===== config.mk =====
export PLATFORM = sky130hd
export DESIGN_NAME = redcim_operand_sequencer_flat
export DESIGN_NICKNAME = d
export VERILOG_FILES = /design/src/rtl/redcim_operand_sequencer_if.sv /design/src/rtl/redcim_operand_sequencer.sv /design/src/flat_wrapper.sv
export SDC_FILE = /design/constraint.sdc
export NUM_CORES = 1
export LEC_CHECK = 0
export ABC_AREA = 1
export CAP_MARGIN = 20
export CORE_MARGIN = 3
export CORE_UTILIZATION = 35
export CTS_BUF_LIST = sky130_fd_sc_hd__clkbuf_8
export CTS_CLUSTER_DIAMETER = 200
export DETAILED_ROUTE_END_ITERATION = 8
export PLACE_DENSITY_LB_ADDON = 0.05
export SLEW_MARGIN = 20
export SYNTH_ARGS = -nofsm -noshare
export SYNTH_HDL_FRONTEND = slang
export SYNTH_SLANG_ARGS = --single-unit

===== constraint.sdc =====
create_clock -name clk -period 3.65 [get_ports clk]
set_input_delay 0.9125 -clock clk [delete_from_list [all_inputs] [get_ports clk]]
set_output_delay 0.9125 -clock clk [all_outputs]
set_load 0.02 [all_outputs]

===== src/rtl/redcim_operand_sequencer_if.sv =====
// Bundled operand, macro and result signals of the ReDCIM operand sequencer.
// The sequencer connects through the slave modport; the host/macro side uses master.
interface redcim_operand_sequencer_if #(
  parameter int SIZE = 2
);
  logic                 in_valid;
  logic                 in_ready;
  logic [15:0]          in_a;
  logic [15:0]          in_b;
  logic                 cim_start;
  logic [16*SIZE-1:0]   cim_A;
  logic [16*SIZE-1:0]   cim_B;
  logic [15:0]          cim_out;
  logic                 res_valid;
  logic                 res_ready;
  logic [15:0]          res_data;
  logic                 busy;

  modport slave (
    input  in_valid, in_a, in_b, cim_out, res_ready,
    output in_ready, cim_start, cim_A, cim_B, res_valid, res_data, busy
  );

  modport master (
    output in_valid, in_a, in_b, cim_out, res_ready,
    input  in_ready, cim_start, cim_A, cim_B, res_valid, res_data, busy
  );
endinterface


===== src/rtl/redcim_operand_sequencer.sv =====
// Packs SIZE BF16 operand pairs, pulses the ReDCIM macro and returns its result.
// Optional REDCIM_SEQ_SPECIAL_BYPASS_EN: Inf/NaN vectors skip the macro and return qNaN.
module redcim_operand_sequencer #(
  parameter int SIZE        = 2,
  parameter int CIM_LATENCY = 8
) (
  input  logic                        clk,
  input  logic                        rst_n,
  redcim_operand_sequencer_if.slave   bus
);

  localparam int CNT_W = (SIZE > 1) ? $clog2(SIZE) : 1;
  localparam int LAT_W = (CIM_LATENCY > 1) ? $clog2(CIM_LATENCY) : 1;

  typedef enum logic [1:0] {LOAD, START, WAIT, OUT} state_t;

  state_t              state;
  state_t              state_nxt;
  logic [CNT_W-1:0]    elem_cnt;
  logic [LAT_W-1:0]    lat_cnt;
  logic [16*SIZE-1:0]  cim_a_q;
  logic [16*SIZE-1:0]  cim_b_q;
  logic [15:0]         res_data_p0;

  logic in_ready_c;
  logic cim_start_c;
  logic res_valid_c;
  logic busy_c;
  logic in_xfer;
  logic last_xfer;
  logic res_xfer;
  logic bypass;

  assign in_xfer   = bus.in_valid && in_ready_c;
  assign last_xfer = in_xfer && (elem_cnt == CNT_W'(SIZE - 1));
  assign res_xfer  = res_valid_c && bus.res_ready;

`ifdef REDCIM_SEQ_SPECIAL_BYPASS_EN
  logic special_q;
  logic special_now;

  // Exponent field all-ones marks Inf or NaN on either operand.
  assign special_now = in_xfer && ((bus.in_a[14:7] == 8'hFF) || (bus.in_b[14:7] == 8'hFF));
  assign bypass      = special_q || special_now;

  always_ff @(posedge clk or negedge rst_n) begin
    if (!rst_n) begin
      special_q <= 1'b0;
    end else if (res_xfer) begin
      special_q <= 1'b0;
    end else if (special_now) begin
      special_q <= 1'b1;
    end
  end
`else
  assign bypass = 1'b0;
`endif

  always_ff @(posedge clk or negedge rst_n) begin
    if (!rst_n) begin
      state <= LOAD;
    end else begin
      state <= state_nxt;
    end
  end

  always_comb begin
    state_nxt = state;
    case (state)
      LOAD:  if (last_xfer) state_nxt = bypass ? OUT : START;
      START: state_nxt = WAIT;
      WAIT:  if (lat_cnt == '0) state_nxt = OUT;
      OUT:   if (res_xfer) state_nxt = LOAD;
      default: state_nxt = LOAD;
    endcase
  end

  // in_ready is gated by rst_n so every output reads 0 while reset is held.
  always_comb begin
    in_ready_c  = rst_n && (state == LOAD);
    cim_start_c = (state == START);
    res_valid_c = (state == OUT);
    busy_c      = (state != LOAD);
  end

  // Operand packing, macro latency count and result capture
  always_ff @(posedge clk or negedge rst_n) begin
    if (!rst_n) begin
      elem_cnt    <= '0;
      lat_cnt     <= '0;
      cim_a_q     <= '0;
      cim_b_q     <= '0;
      res_data_p0 <= '0;
    end else begin
      if (in_xfer) begin
        cim_a_q[{elem_cnt, 4'b0000} +: 16] <= bus.in_a;
        cim_b_q[{elem_cnt, 4'b0000} +: 16] <= bus.in_b;
        elem_cnt <= last_xfer ? '0 : elem_cnt + 1'b1;
      end

      if (state == START) begin
        lat_cnt <= LAT_W'(CIM_LATENCY - 1);
      end else if ((state == WAIT) && (lat_cnt != '0)) begin
        lat_cnt <= lat_cnt - 1'b1;
      end

      if ((state == WAIT) && (lat_cnt == '0)) begin
        res_data_p0 <= bus.cim_out;
      end else if (last_xfer && bypass) begin
        res_data_p0 <= 16'h7FC0;
      end
    end
  end

  assign bus.in_ready  = in_ready_c;
  assign bus.cim_start = cim_start_c;
  assign bus.res_valid = res_valid_c;
  assign bus.busy      = busy_c;
  assign bus.cim_A     = cim_a_q;
  assign bus.cim_B     = cim_b_q;
  assign bus.res_data  = res_data_p0;

endmodule


===== src/flat_wrapper.sv =====
// flat-port wrapper written by rule: the top's interface ports become plain ports
module redcim_operand_sequencer_flat 
#(
  parameter int SIZE        = 2,
  parameter int CIM_LATENCY = 8
)
  (clk, rst_n, bus_in_valid, bus_in_a, bus_in_b, bus_cim_out, bus_res_ready, bus_in_ready, bus_cim_start, bus_cim_A, bus_cim_B, bus_res_valid, bus_res_data, bus_busy);
  redcim_operand_sequencer_if #(.SIZE(SIZE)) bus_i ();
  input  logic clk;
  input  logic rst_n;
  input wire logic [$bits(bus_i.in_valid)-1:0] bus_in_valid;
  input wire logic [$bits(bus_i.in_a)-1:0] bus_in_a;
  input wire logic [$bits(bus_i.in_b)-1:0] bus_in_b;
  input wire logic [$bits(bus_i.cim_out)-1:0] bus_cim_out;
  input wire logic [$bits(bus_i.res_ready)-1:0] bus_res_ready;
  output wire logic [$bits(bus_i.in_ready)-1:0] bus_in_ready;
  output wire logic [$bits(bus_i.cim_start)-1:0] bus_cim_start;
  output wire logic [$bits(bus_i.cim_A)-1:0] bus_cim_A;
  output wire logic [$bits(bus_i.cim_B)-1:0] bus_cim_B;
  output wire logic [$bits(bus_i.res_valid)-1:0] bus_res_valid;
  output wire logic [$bits(bus_i.res_data)-1:0] bus_res_data;
  output wire logic [$bits(bus_i.busy)-1:0] bus_busy;
  assign bus_i.in_valid = bus_in_valid;
  assign bus_i.in_a = bus_in_a;
  assign bus_i.in_b = bus_in_b;
  assign bus_i.cim_out = bus_cim_out;
  assign bus_i.res_ready = bus_res_ready;
  assign bus_in_ready = bus_i.in_ready;
  assign bus_cim_start = bus_i.cim_start;
  assign bus_cim_A = bus_i.cim_A;
  assign bus_cim_B = bus_i.cim_B;
  assign bus_res_valid = bus_i.res_valid;
  assign bus_res_data = bus_i.res_data;
  assign bus_busy = bus_i.busy;
  redcim_operand_sequencer #(.SIZE(SIZE), .CIM_LATENCY(CIM_LATENCY)) u_core (.clk(clk), .rst_n(rst_n), .bus(bus_i));
endmodule

==> reports/qor.csv, run 1 <==
metric,value,unit
syn_area_per_cell,8.89,um^2
status,"finished, final reports clean",
simple logic cell fraction of the synthesized area,26.1,%
Slew @ Worst Pin,0.965,ns
first drt pass iteration count,4,
core area,9420,um^2
DIE WIDTH,105,um
post-route setup TNS,0,ns
Final HPWL DP,5810,um
warnings from Yosys,0,
Final Util,54.4,%
Cell Pwr Density,860,nW/um^2
"most common cell after layout, fill and taps aside",nand2_1,
worst reg2reg path depth,9,
Layout area overhead,48.9,%
antenna diode count,0,
CP arrival,1.90,ns
Avg WL per Cell,13.0,um
"commonest cells after routing, fill and taps aside","221 x nand2_1, 134 x clkdlybuf4s50_1, 86 x dfrtp_1",
cell count after synthesis,387,
RSZ-0062 raised after global routing,false,
CTS tree,built,
Die ar.,11100,um^2
first-pass GRT wire length,14200,um
GRT Overall Usage,15.9,%
Die H,105,um
vias in the first global route,2813,
CTS Root Buffer Type,clkbuf_8,
Final Critical Period,2.81,ns
I/O Pins,136,
Hold Path Stages,2,
post-synthesis sequential area ratio,62.5,%
setup violators final,0,
Static Leak,2.60,nW
Post-layout nets,581,
clock slew at reported path FFs,0.08,ns
Cell variety after synth,19,
Hold Path Class,reg2reg,
crit end category,output port,
Worst setup SP type,register,
CTS Hold Bufs,0,
largest net degree at the start of global routing,50,
ANT nets after route,0,
drt via density,4.32,
Hold WS,0.474,ns
number of H-tree levels,3,
Peak VDD IR,0.000349,V
post-synthesis mux area share,0,%
slew margin rel.,35.5,%
synthesized net count,446,
reported max-cap violation count,0,
Vias,2828,
Sink Count,86,
fin crit share,77.0,%
fmax,356,MHz
Compound-Gate Fraction of Synth Area,3.27,%
"EDFF count, synth",0,
Post-Syn Area,3440,um^2
total CTS buffers,9,
"Req. time, crit path",2.74,ns
maximum fanout along the worst path,4,
PostCTS Resize Cnt,0,
"FF+latch count, synth",86,
Clock Latency Late Sink,0.35,ns
xor/xnor share of the synthesized area,0,%
Post-CTS Setup Bufs,0,
Fill cells,890,
Final Hold Viols,0,
Initial Util,36.5,%
remaining global-route overflow,0,
layout cells sized above 1,5.13,%
Final Max Tran Viols,0,
Worst Skew,0.0174,ns
top_reg_cell synth,dfrtp_1,
Adder-Cell Fraction of Synth Area,2.55,%
# rows,35,
DR iter-0 viols,84,
critical path class,reg2out,
"reg-to-reg slack, setup",1.57,ns
Port Buffers,135,
Post-Route WL,8510,um
clk buf depth,2,
initial antenna violation count,0,
DRC,0,
main combinational cell family by area after synthesis,simple AND/OR/NAND/NOR gates,
"Async S/R FF share, synth",100,%
Placer Congestion,0.746,
## metrics by stage
stage / cells / power (mW) / setup slack [ns] / area [um^2]
after floorplan: 387 / 2.62 / 1.68 / 3440
after global placement: 640 / 3.63 / 0.980 / 4890
after detailed placement: 640 / 3.66 / 0.979 / 4890
after CTS: 655 / 4.47 / 0.798 / 5120
after global routing: 655 / 4.70 / 0.742 / 5120
final: 655 / 4.40 / 0.841 / 5120
## synthesized netlist by cell type (3+ instances only)
library cell	instances	area [um^2]
nand2_1	221	830
dfrtp_1	86	2150
inv_1	23	86.3
o21ai_0	18	90.1
ha_1	7	87.6
clkbuf_1	6	22.5
nand3_1	4	20.0
a21oi_1	3	15.0
buf_2	3	15.0
buf_4	3	22.5
buf_6	3	33.8
inv_2	3	11.3
## layer usage
metal	GRT usage, %	part of all wire (%)	up-vias
li1	-	-	1429
met2	24.6	44	100
met3	5.31	8.3	8
met5	0	0	-
met1	21.1	46	1291
met4	5.34	1.2	0
## kinds of logic (layout without fill, tap and decap cells)
kind of cell | count (synthesis) | count (layout)
flip-flops | 86 | 86
AND/OR/NAND/NOR | 231 | 231
buffers and inverters | 41 | 180
adder cells (fa/ha/maj) | 7 | 7
AO/OA/AOI/OAI | 22 | 22
## final timing paths
check | from | to
setup / recovery | u_core.state[0]$_DFFE_PN0P_ | bus_in_ready
hold / removal | u_core.bus.cim_B[0]$_DFFE_PN0P_ | u_core.bus.cim_B[0]$_DFFE_PN0P_
setup reg to reg | u_core.state[0]$_DFFE_PN0P_ | u_core.bus.cim_B[8]$_DFFE_PN0P_
hold reg to reg | u_core.bus.cim_B[0]$_DFFE_PN0P_ | u_core.bus.cim_B[0]$_DFFE_PN0P_
max in group asynchronous | rst_n | u_core.state[1]$_DFFE_PN0P_
min in group asynchronous | rst_n | u_core.lat_cnt[1]$_DFFE_PN0P_
## where the power goes
group / total, mW / internal (mW) / switching [mW]
registers: 1.60 / 1.36 / 0.230
logic: 2.02 / 0.949 / 1.07
clock network: 0.789 / 0.451 / 0.338
## worst max-delay path: stages (launching register included)
cell             delay [ns]
dfrtp_1                0.42
inv_1                  0.12
ha_1                   0.24
nand2_1                0.09
inv_2                  0.06
clkdlybuf4s50_1        0.62
## flip-flops by register name, summed over array words and instances, names as in the netlist
| register | flops |
|---|---|
| u_core.bus.res_data | 16 |
| u_core.bus.cim_A | 32 |
| u_core.bus.cim_B | 32 |
| u_core.elem_cnt | 1 |
| u_core.lat_cnt | 3 |
| u_core.state | 2 |
## layout make-up
type / instances / area [um^2] / area share, %
sequential: 86 / 2150 / 42.0
timing repair buffer: 139 / 1380 / 26.9
multi-input combinational: 260 / 1100 / 21.4
tap: 129 / 161 / 3.15
clock buffer: 9 / 124 / 2.42
clock inverter: 6 / 111 / 2.17
inverter: 26 / 97.6 / 1.91
No activity file was read; power rests on OpenSTA's default activity.
==> inputs of run 2 (changes only) <==
clock period = 2.9 ns   (was 3.65 ns; I/O delays follow)
==> run 2 against run 1 <==
  * Final cell count up 0.15%
  * Register-to-register slack got worse by 0.53 ns
  * Cell area decreased by 1.1%
  * Critical path type unchanged
  * Largest cell class unchanged
==> reports/qor.csv, run 2 (synthesized netlist as in run 1, its figures left out) <==
metric,value,unit,change
status,"finished, final reports clean",,unchanged
setup violators final,0,,unchanged
vias in the first global route,2798,,was 2813
Slew @ Worst Pin,0.774,ns,was 0.965 ns
PostCTS Resize Cnt,0,,unchanged
Layout area overhead,47.2,%,was 48.9%
"CP delay by family, top",buffers and inverters,,unchanged
Fill cells,904,,was 890
clk buf depth,2,,unchanged
clock slew at reported path FFs,0.08,ns,about the same
CTS tree,built,,unchanged
Clock Latency Late Sink,0.35,ns,about the same
fmax,379,MHz,
Hold Path Class,reg2reg,,unchanged
Avg WL per Cell,12.8,um,was 13.0 um
Peak VDD IR,0.000446,V,was 0.000349 V
Hold Path Stages,2,,unchanged
slew margin rel.,48.4,%,was 35.5%
R2R Path Start,u_core.state[1]$_DFFE_PN0P_,,was u_core.state[0]$_DFFE_PN0P_
maximum fanout along the worst path,4,,unchanged
post-route setup TNS,0,ns,unchanged
CP arrival,1.91,ns,was 1.90 ns
Static Leak,2.57,nW,was 2.60 nW
Die ar.,11100,um^2,unchanged
HP Start,u_core.bus.cim_B[13]$_DFFE_PN0P_,,was u_core.bus.cim_B[0]$_DFFE_PN0P_
first drt pass iteration count,4,,unchanged
Initial Util,36.5,%,unchanged
initial antenna violation count,0,,unchanged
number of H-tree levels,3,,unchanged
Post-Route WL,8430,um,was 8510 um
"reg-to-reg slack, setup",1.04,ns,was 1.57 ns
"commonest cells after routing, fill and taps aside","221 x nand2_1, 134 x clkdlybuf4s50_1, 86 x dfrtp_1",,unchanged
CTS Hold Bufs,0,,unchanged
Placer Congestion,0.737,,was 0.746
"most common cell after layout, fill and taps aside",nand2_1,,unchanged
"Slowest-stage cell, CP",clkdlybuf4s50_1,,unchanged
core area,9420,um^2,unchanged
Tot Pwr,5.30,mW,was 4.40 mW
I/O Pins,136,,unchanged
drt via density,4.25,,was 4.32
# rows,35,,unchanged
Vias,2791,,was 2828
fin area,5070,um^2,was 5120 um^2
ANT nets after route,0,,unchanged
post-route insts no fill,656,,was 655
reported max-cap violation count,0,,unchanged
RSZ-0062 raised after global routing,false,,unchanged
DRC,0,,unchanged
Post-layout nets,581,,unchanged
Cell Pwr Density,1050,nW/um^2,was 860 nW/um^2
Die H,105,um,unchanged
Final Critical Period,2.64,ns,
Worst setup SP type,register,,unchanged
Sink Count,86,,unchanged
CTS Root Buffer Type,clkbuf_8,,unchanged
Final HPWL DP,5590,um,was 5810 um
remaining global-route overflow,0,,unchanged
Post-CTS Setup Bufs,0,,unchanged
fin crit share,91.0,%,
"Req. time, crit path",2.17,ns,was 2.74 ns
Placement Cell Area,4890,um^2,about the same
critical path class,reg2out,,unchanged
antenna diode count,0,,unchanged
CP Cell Sequence,"inv_1, ha_1, nand2_1, inv_2, clkdlybuf4s50_1",,unchanged
GRT Overall Usage,16.0,%,was 15.9%
final worst slack,0.262,ns,was 0.841 ns
crit end category,output port,,unchanged
DIE WIDTH,105,um,unchanged
worst slack at placement,0.590,ns,was 0.979 ns
largest net degree at the start of global routing,87,,was 50
hold-critical path endpoint,u_core.bus.cim_B[13]$_DFFE_PN0P_,,was u_core.bus.cim_B[0]$_DFFE_PN0P_
CP max stage delay,0.63,ns,was 0.62 ns
Final Util,53.8,%,was 54.4%
Final Max Tran Viols,0,,unchanged
Hold WS,0.473,ns,was 0.474 ns
first-pass GRT wire length,14100,um,was 14200 um
DR iter-0 viols,107,,was 84
Port Buffers,135,,unchanged
Final Hold Viols,0,,unchanged
reg2reg end,u_core.bus.cim_A[12]$_DFFE_PN0P_,,was u_core.bus.cim_B[8]$_DFFE_PN0P_
Worst Skew,0.00840,ns,was 0.0174 ns
layout cells sized above 1,5.31,%,was 5.13%
Buf/Inv on CP,3,,unchanged
total CTS buffers,9,,unchanged
worst reg2reg path depth,9,,unchanged
Placed Cells,640,,unchanged
## run 2: area by class of cell
type	count	area (um^2)	area share, %
sequential	86	2150	42.5
timing repair buffer	139	1380	27.3
multi-input combinational	260	1100	21.7
tap	129	161	3.19
clock inverter	7	51.3	1.01
inverter	26	97.6	1.93
clock buffer	9	124	2.45
## run 2: how the worst max path moves through the flow
stage                           startpoint           end  slack [ns]  cells after the start
2_1_floorplan  u_core.state[0]$_DFFE_PN0P_  bus_in_ready        1.30                      4
5_1_grt        u_core.state[0]$_DFFE_PN0P_  bus_in_ready        0.15                      5
6_report       u_core.state[1]$_DFFE_PN0P_  bus_in_ready        0.26                      5
4_1_cts        u_core.state[1]$_DFFE_PN0P_  bus_in_ready        0.24                      5
3_5_place_dp                         rst_n  bus_in_ready        0.59                      4
3_3_place_gp                         rst_n  bus_in_ready        0.59                      4
## run 2: power by group
part | total (mW) | internal [mW] | switching [mW]
registers | 2.00 | 1.72 | 0.282
clock network | 0.754 | 0.312 | 0.442
logic | 2.55 | 1.19 | 1.35
total | 5.30 | 3.22 | 2.07
## run 2: metal layers
layer  part of all wire, %  track usage (%)
met5                     0                0
met4                   1.0             5.90
met3                   8.2             5.19
met2                    43             24.4
met1                    48             21.2
## run 2: tightest hold or removal path, delay by kind of cell, from the launching register on
family / cells / cell delay, ns
DFF: 1 / 0.35
and+or+nand+nor: 2 / 0.09
